--- config.mk ---
export PLATFORM = sky130hd
export DESIGN_NAME = resp_id_tracker
export DESIGN_NICKNAME = d
export VERILOG_FILES = /design/src/rtl/resp_id_tracker.sv
export SDC_FILE = /design/constraint.sdc
export NUM_CORES = 1
export LEC_CHECK = 0
export BUFFER_PORTS_ARGS = -buffer_cell sky130_fd_sc_hd__buf_4
export CAP_MARGIN = 30
export CORE_MARGIN = 5
export CORE_UTILIZATION = 44
export CTS_BUF_LIST = sky130_fd_sc_hd__clkbuf_4 sky130_fd_sc_hd__clkbuf_8 sky130_fd_sc_hd__clkbuf_16
export DETAILED_ROUTE_END_ITERATION = 8
export PLACE_DENSITY = 0.85
export SETUP_SLACK_MARGIN = 0.1
export SYNTH_ARGS = -nofsm -noshare
export SYNTH_HDL_FRONTEND = slang
export SYNTH_SLANG_ARGS = --single-unit
--- constraint.sdc ---
create_clock -name clk -period 3.2 [get_ports clk]
set_input_delay 0.64 -clock clk [delete_from_list [all_inputs] [get_ports clk]]
set_output_delay 0.64 -clock clk [all_outputs]
set_load 0.03 [all_outputs]
--- src/rtl/resp_id_tracker.sv ---
// In-order response router for a TCDM arbitration tree. It records the initiator ID of each
// accepted request and steers every returning response to the initiator that issued it.
module resp_id_tracker #(
  parameter int unsigned N_MASTER   = 8,
  parameter int unsigned ID_WIDTH   = 3,
  parameter int unsigned DATA_WIDTH = 32,
  parameter int unsigned DEPTH      = 4,
  parameter int unsigned CNT_WIDTH  = 3
) (
  input  logic                  clk,
  input  logic                  rst_n,
  // request side
  input  logic                  data_req_i,
  input  logic [ID_WIDTH-1:0]   ID_i,
  input  logic                  data_gnt_i,
  output logic                  data_req_o,
  output logic                  data_gnt_o,
  // response side
  input  logic                  r_valid_i,
  input  logic [DATA_WIDTH-1:0] r_rdata_i,
  output logic [N_MASTER-1:0]   r_valid_o,
  output logic [DATA_WIDTH-1:0] r_rdata_o,
  output logic [ID_WIDTH-1:0]   r_ID_o,
  // status
  output logic [CNT_WIDTH-1:0]  outstanding_o,
  output logic                  full_o,
  output logic                  empty_o,
  output logic                  err_o
);

  localparam int unsigned PtrWidth = (DEPTH > 1) ? $clog2(DEPTH) : 1;
  localparam logic [PtrWidth-1:0]  PtrOne  = PtrWidth'(1);
  localparam logic [PtrWidth-1:0]  PtrLast = PtrWidth'(DEPTH - 1);
  localparam logic [CNT_WIDTH-1:0] CntOne  = CNT_WIDTH'(1);
  localparam logic [CNT_WIDTH-1:0] CntFull = CNT_WIDTH'(DEPTH);
  localparam logic [N_MASTER-1:0]  OneHot0 = N_MASTER'(1);

  logic [ID_WIDTH-1:0]  id_mem_q [DEPTH];
  logic [PtrWidth-1:0]  wr_ptr_q, wr_ptr_d;
  logic [PtrWidth-1:0]  rd_ptr_q, rd_ptr_d;
  logic [CNT_WIDTH-1:0] cnt_q, cnt_d;
  logic                 err_q, err_d;

  logic                 full, empty;
  logic                 push, pop;
  logic [ID_WIDTH-1:0]  head_id;

  assign full  = (cnt_q == CntFull);
  assign empty = (cnt_q == '0);

  // Handshake masking: nothing reaches the target while there is no slot for its ID.
  assign data_req_o = data_req_i & ~full;
  assign data_gnt_o = data_gnt_i & ~full;

  assign push = data_req_o & data_gnt_i;
  // A response can only retire an entry that existed before this cycle (no bypass).
  assign pop  = r_valid_i & ~empty;

  // Head ID forced to zero when empty so the output never reflects uninitialised storage.
  assign head_id = empty ? '0 : id_mem_q[rd_ptr_q];

  always_comb begin
    wr_ptr_d = wr_ptr_q;
    if (push) begin
      wr_ptr_d = (wr_ptr_q == PtrLast) ? '0 : wr_ptr_q + PtrOne;
    end
  end

  always_comb begin
    rd_ptr_d = rd_ptr_q;
    if (pop) begin
      rd_ptr_d = (rd_ptr_q == PtrLast) ? '0 : rd_ptr_q + PtrOne;
    end
  end

  always_comb begin
    cnt_d = cnt_q;
    case ({push, pop})
      2'b10:   cnt_d = cnt_q + CntOne;
      2'b01:   cnt_d = cnt_q - CntOne;
      default: cnt_d = cnt_q;
    endcase
  end

  assign err_d = err_q | (r_valid_i & empty);

  always_ff @(posedge clk) begin
    if (!rst_n) begin
      wr_ptr_q <= '0;
      rd_ptr_q <= '0;
      cnt_q    <= '0;
      err_q    <= 1'b0;
    end else begin
      wr_ptr_q <= wr_ptr_d;
      rd_ptr_q <= rd_ptr_d;
      cnt_q    <= cnt_d;
      err_q    <= err_d;
    end
  end

  // ID storage is not reset; validity is tracked solely by the pointers and count.
  always_ff @(posedge clk) begin
    if (rst_n && push) begin
      id_mem_q[wr_ptr_q] <= ID_i;
    end
  end

  assign r_valid_o     = pop ? (OneHot0 << head_id) : '0;
  assign r_rdata_o     = r_rdata_i;
  assign r_ID_o        = head_id;
  assign outstanding_o = cnt_q;
  assign full_o        = full;
  assign empty_o       = empty;
  assign err_o         = err_q;

endmodule

# Word level (Yosys, flattened, before mapping)
# Memory sizes are Yosys's and may differ from the RTL's. A register that Yosys moved wholly into a read port is not among the register bits.
# Cells that the tools add are included.
# totals
memories	1
elab_cells	35
mem_bits_rw	12
regBits	8
# classes
n_eq_ne	5
add_sub_neg	4
n_shift	1
reduce_logical	3
bitwise	8
muxes	9
# memory_table
name	words	word_bits	rd	rd_clocked_by_memory_dff	write_ports	line	rtl
id_mem_q	4	3	1	1	1	38	logic [ID_WIDTH-1:0] id_mem_q [DEPTH];
# ops
op	count
two-way mux 2 bit	4
two-way mux 8 bit	1
<< shifter 1 x 3 -> 8 bit, first input constant	1
== test 2 bit, second input constant	3
case mux 3 bit (2 select lines)	1
bitwise AND 1 bit	5
adder 2 x 1 -> 2 bit, second input constant	2
adder 3 x 1 -> 3 bit, second input constant	1
== test 3 bit, second input constant	1
logical NOT 3 bit	1
two-way mux 3 bit	1
subtractor 3 x 1 -> 3 bit, second input constant	1
== test 2 x 1 -> 1 bit, second input constant	1
two-way mux 1 bit	2
NOT 1 bit	2
nonzero test 2 bit	1
logical AND 1 bit	1
OR 1 bit	1

# Depth between registers and ports, before layout
# depth
depth_word	7
ltp_mapped	9

# Least setup slack after synthesis
# Ideal clock, no wire load.
# synth_timing
path_type	register to register
startpoint	register cnt_q[2], in the netlist outstanding_o[2]
endpoint	register cnt_q[2], in the netlist outstanding_o[2]
stages_incl_launch_ff	10
t_required_ns	3.130
synth_period_minus_slack_ns	2.909
path_buffers	0
arrival_time_ns	2.839
setup_slack_ns	0.291
path_cell_list	dfxtp_1 > nor3b_2 > nor2b_1 > nand2_1 > ha_1 > inv_1 > fa_1 > xor2_1 > or3_1 > a21oi_1
# synth_between
elab_chain_cells	6
word_cells_on_any_way	13
cone_classes	add/sub: 2; eq/ne: 3; mux: 1; bitwise: 5; reduce/logical: 2
# synth_lines
item	line	rtl
start: declaration	41	logic [CNT_WIDTH-1:0] cnt_q, cnt_d;
start signal: assignment	96	cnt_q <= cnt_d;
== test 3 bit *	48	assign full = (cnt_q == CntFull);
named net full_o	26	output logic full_o,
NOT 1 bit *	52	assign data_req_o = data_req_i & ~full;
bitwise AND 1 bit *	52	
bitwise AND 1 bit *	55	assign push = data_req_o & data_gnt_i;
== test 2 x 1 -> 1 bit or == test 2 bit (tied branches)	78	case ({push, pop})
case mux 3 bit (2 select lines) or nonzero test 2 bit (tied branches)	--	
# Mark *: on every way through the listed nets, which the timed path passes. The rest lies on a longest branch.
# A chain may end at the register's enable or synchronous reset.

==> metrics.txt <==
# TYPE chip_impl_metric gauge
chip_impl_metric{name="finalHoldViolCount",unit=""} 0
chip_impl_metric{name="irDropWorstVdd",unit="V"} 0.000378
chip_impl_info{name="status",value="finished, final reports clean"} 1
chip_impl_metric{name="critical_path_arrival",unit="ns"} 1.86
chip_impl_info{name="worst_setup_path_category",value="reg2out"} 1
chip_impl_metric{name="first_global_vias",unit=""} 807
chip_impl_metric{name="finish.net_count",unit=""} 169
chip_impl_metric{name="grt_start_max_net_pins",unit=""} 13
chip_impl_metric{name="period_needed",unit="ns"} 2.50
chip_impl_metric{name="ff2ff_setup_slack",unit="ns"} 0.86
chip_impl_metric{name="drt_drc_violations_left",unit=""} 0
chip_impl_metric{name="numPortBuffers",unit=""} 26
chip_impl_metric{name="number_of_cells_produced_by_synthesis",unit=""} 123
chip_impl_metric{name="cts_hold_repair.buffers",unit=""} 0
chip_impl_metric{name="cell_variety_after_synth",unit=""} 25
chip_impl_metric{name="effective_utilization_at_floorplan",unit="%"} 46.3
chip_impl_metric{name="cp_slowest_stage_delay",unit="ns"} 0.58
chip_impl_metric{name="fp.dieW",unit="um"} 63.9
chip_impl_metric{name="ant_nets",unit=""} 0
chip_impl_info{name="final_common_cell",value="sky130_fd_sc_hd__buf_4"} 1
chip_impl_metric{name="setup-violations-final",unit=""} 0
chip_impl_metric{name="post-cts-setup-buffers",unit=""} 0
chip_impl_info{name="grt_setup_unrepaired",value="false"} 1
chip_impl_info{name="tritoncts_clock_tree",value="yes"} 1
chip_impl_info{name="crit_path_cell_trace",value="mux4_2, or2_1, nor2_2, buf_4"} 1
chip_impl_metric{name="iter_0_drt_violations",unit=""} 13
chip_impl_info{name="rr_startpoint",value="outstanding_o[2]"} 1
chip_impl_info{name="cp_top_family",value="multiplexers"} 1
chip_impl_metric{name="critPathMaxFanout",unit=""} 5
chip_impl_metric{name="drv_cap",unit=""} 0
chip_impl_metric{name="routedWlPerCell",unit="um"} 15.1
chip_impl_metric{name="timing_worst_slew_pin_value",unit="ns"} 0.543
chip_impl_metric{name="netlist_area",unit="sq um"} 1280
chip_impl_metric{name="design.die.area",unit="sq um"} 4080
chip_impl_metric{name="route.vias.total",unit=""} 784
chip_impl_info{name="min_path_type",value="reg2reg"} 1
chip_impl_metric{name="top_level_ports",unit=""} 91
chip_impl_metric{name="finClkSkew",unit="ns"} 0.00468
chip_impl_metric{name="tns",unit="ns"} 0
chip_impl_metric{name="share_of_the_yosys_chip_area_belonging_to_registers",unit="%"} 43.9
chip_impl_metric{name="share_of_layout_cells_above_drive_strength_1",unit="%"} 29.8
chip_impl_metric{name="globalRouteTotalUtil",unit="%"} 11.1
chip_impl_metric{name="place_congestion",unit=""} 0.681
chip_impl_metric{name="design.core.area",unit="sq um"} 2760
chip_impl_metric{name="grt_remaining_overflow",unit=""} 0
chip_impl_metric{name="numClockSinks",unit=""} 22
chip_impl_metric{name="totalWireLength",unit="mm"} 2.30
chip_impl_metric{name="hold_path_depth",unit=""} 2
chip_impl_metric{name="worst_setup_hold_path_clk_slew",unit="ns"} 0.11
chip_impl_metric{name="antenna_cells_inserted",unit=""} 0
chip_impl_metric{name="clk-insertion-delay-late",unit="ns"} 0.30
chip_impl_metric{name="row_count",unit=""} 19
chip_impl_info{name="min-delay-start",value="err_o"} 1
chip_impl_metric{name="ctsHtreeMaxLevel",unit=""} 1
chip_impl_metric{name="crit_required",unit="ns"} 2.56
chip_impl_metric{name="syn-mean-instance-area",unit="sq um"} 10.4
chip_impl_metric{name="cellLeakagePower",unit="nW"} 0.526
chip_impl_metric{name="floorplan.die.height",unit="um"} 63.9
chip_impl_metric{name="power_per_cell_area",unit="nW/um^2"} 720
chip_impl_metric{name="first_pass_grt_wire_length",unit="mm"} 3.61
chip_impl_metric{name="post-route-period-util",unit="%"} 78.2
chip_impl_metric{name="number_of_inserted_filler_cells_in_the_final_layout",unit=""} 255
chip_impl_metric{name="ys_seq_elements",unit=""} 22
chip_impl_metric{name="fmaxAchievable",unit="MHz"} 400
chip_impl_metric{name="layout_overhead_on_the_synthesized_area",unit="%"} 1.86
chip_impl_info{name="reg2reg_to",value="outstanding_o[2]"} 1
chip_impl_metric{name="antenna_found_initial",unit=""} 0
chip_impl_metric{name="post_drt_via_cell_ratio",unit=""} 5.16
chip_impl_metric{name="clock_buffer_depth",unit=""} 2
chip_impl_metric{name="cts_made_buffers",unit=""} 3
chip_impl_info{name="mostFrequentLayoutCells",value="sky130_fd_sc_hd__buf_4, sky130_fd_sc_hd__edfxtp_1, sky130_fd_sc_hd__nor2_1"} 1
chip_impl_metric{name="drt_pre_antenna_iters",unit=""} 5
chip_impl_metric{name="maxSlewViolCount",unit=""} 0
chip_impl_metric{name="finalWorstSetupSlack",unit="ns"} 0.699
chip_impl_metric{name="worst_r2r_path_depth",unit=""} 9
chip_impl_metric{name="worst_slew_margin_rel",unit="%"} 63.5
chip_impl_info{name="cts_root_buf",value="sky130_fd_sc_hd__clkbuf_4"} 1
chip_impl_info{name="crit_path_top_delay_cell",value="sky130_fd_sc_hd__mux4_2"} 1
chip_impl_info{name="endpoint_type_of_the_worst_setup_path",value="primary output"} 1
chip_impl_metric{name="dp.final_hpwl",unit="mm"} 1.94
chip_impl_metric{name="critPathBufInv",unit=""} 1
chip_impl_metric{name="ys.warnings.count",unit=""} 0
chip_impl_info{name="worst_setup_path_start_kind",value="register"} 1
chip_impl_metric{name="postSynthNetCount",unit=""} 170
chip_impl_metric{name="cts_resized",unit=""} 0
chip_impl_metric{name="placement.setup.worst_slack",unit="ns"} 0.886
chip_impl_info{name="endpoint_worst_hold",value="err_o"} 1
==> how the worst max path moves through the flow <==
stage	slack (ns)	cells past startpoint	from	endpoint
floorplan	0.29	9	outstanding_o[2]	outstanding_o[2]
global placement	1.00	9	data_gnt_i	outstanding_o[2]
detailed placement	0.89	9	outstanding_o[2]	outstanding_o[2]
CTS	0.68	4	register	r_valid_o[4]
global route	0.58	4	register	r_valid_o[4]
finish	0.70	4	register	r_valid_o[4]
==> report_power, final <==
part           internal, W  total [W]  switching (W)  leakage, nW
clock            0.0000570   0.000134      0.0000774       0.0184
combinational     0.000167   0.000430       0.000263        0.318
sequential        0.000332   0.000371      0.0000391        0.190
total             0.000556   0.000936       0.000380        0.526
==> synth_stat cells, drive strengths merged <==
| cell type | count | share of area (%) |
|---|---|---|
| mux4 | 3 | 5.3 |
| or2 | 1 | 0.49 |
| xor2 | 2 | 1.4 |
| or4 | 1 | 0.59 |
| nor2b | 5 | 2.5 |
| o31ai | 1 | 0.59 |
| nand2 | 7 | 2.1 |
| nand2b | 3 | 1.5 |
| and4b | 1 | 0.78 |
| inv | 7 | 2.1 |
| a21oi | 7 | 2.7 |
| ha | 6 | 5.9 |
| fa | 1 | 1.6 |
| nor3b | 1 | 0.98 |
| dfxtp | 10 | 16 |
| buf | 32 | 19 |
| or3b | 1 | 0.69 |
| edfxtp | 12 | 28 |
| or3 | 2 | 0.98 |
| nor2 | 12 | 3.7 |
| nor3 | 1 | 0.39 |
| and2 | 4 | 2.0 |
| o21ai | 3 | 1.2 |
==> state kept, by name (all words and copies together), names as in the netlist, named ones only <==
signal	count
outstanding_o	3
rd_ptr_q	2
wr_ptr_q	2
err_o	1
id_mem_q	12
==> stage by stage <==
| step | std cells | utilization, % | power (W) | hold WS (ns) | instance area (sq um) |
|---|---|---|---|---|---|
| final | 152 | 47.1 | 0.000936 | 0.488 | 1300 |
| after global routing | 152 | 47.1 | 0.00100 | 0.522 | 1300 |
| after CTS | 152 | 47.1 | 0.000949 | 0.497 | 1300 |
| after detailed placement | 148 | 46.1 | 0.000814 | 0.468 | 1270 |
| after global placement | 148 | 46.1 | 0.000796 | 0.450 | 1270 |
| after floorplan | 123 | - | 0.000743 | 0.454 | 1280 |
==> per-layer routing <==
metal | track usage, % | share of wire (%) | vias up
li1 | - | - | 374
met1 | 9.77 | 30 | 355
met2 | 21.2 | 57 | 29
met3 | 3.33 | 8.2 | 26
met4 | 7.27 | 4.7 | 0
met5 | 0 | 0 | -
==> final cells by class <==
cell class | instances | area [sq um] | area share, %
Timing Repair Buffer | 26 | 195 | 15.0
Clock buffer | 4 | 30.0 | 2.31
Inverter | 7 | 26.3 | 2.02
Multi-Input combinational cell | 62 | 449 | 34.6
Sequential cell | 22 | 561 | 43.1
Tap cell | 31 | 38.8 | 2.98
==> kinds of logic after synthesis <==
group | after synthesis | synth area share (%)
AOI/OAI and AO/OA | 11 | 4.51
xor gates and xnor gates | 2 | 1.37
adders and majority gates | 7 | 7.45
buffers and inverters | 39 | 20.9
DFF | 22 | 43.9
muxes | 3 | 5.29
and+or+nand+nor | 39 | 16.6
==> worst reg2reg max path, stage by stage (launching register included) <==
cell and delay, ns:
sky130_fd_sc_hd__dfxtp_1 0.43, sky130_fd_sc_hd__nor3b_2 0.42, sky130_fd_sc_hd__nor2b_1 0.11, sky130_fd_sc_hd__nand2_1 0.09
sky130_fd_sc_hd__ha_1 0.18, sky130_fd_sc_hd__inv_1 0.06, sky130_fd_sc_hd__fa_1 0.37, sky130_fd_sc_hd__xor2_1 0.16
sky130_fd_sc_hd__or3_1 0.30, sky130_fd_sc_hd__a21oi_1 0.16
Note: power is estimated with default switching activity, not from simulation.
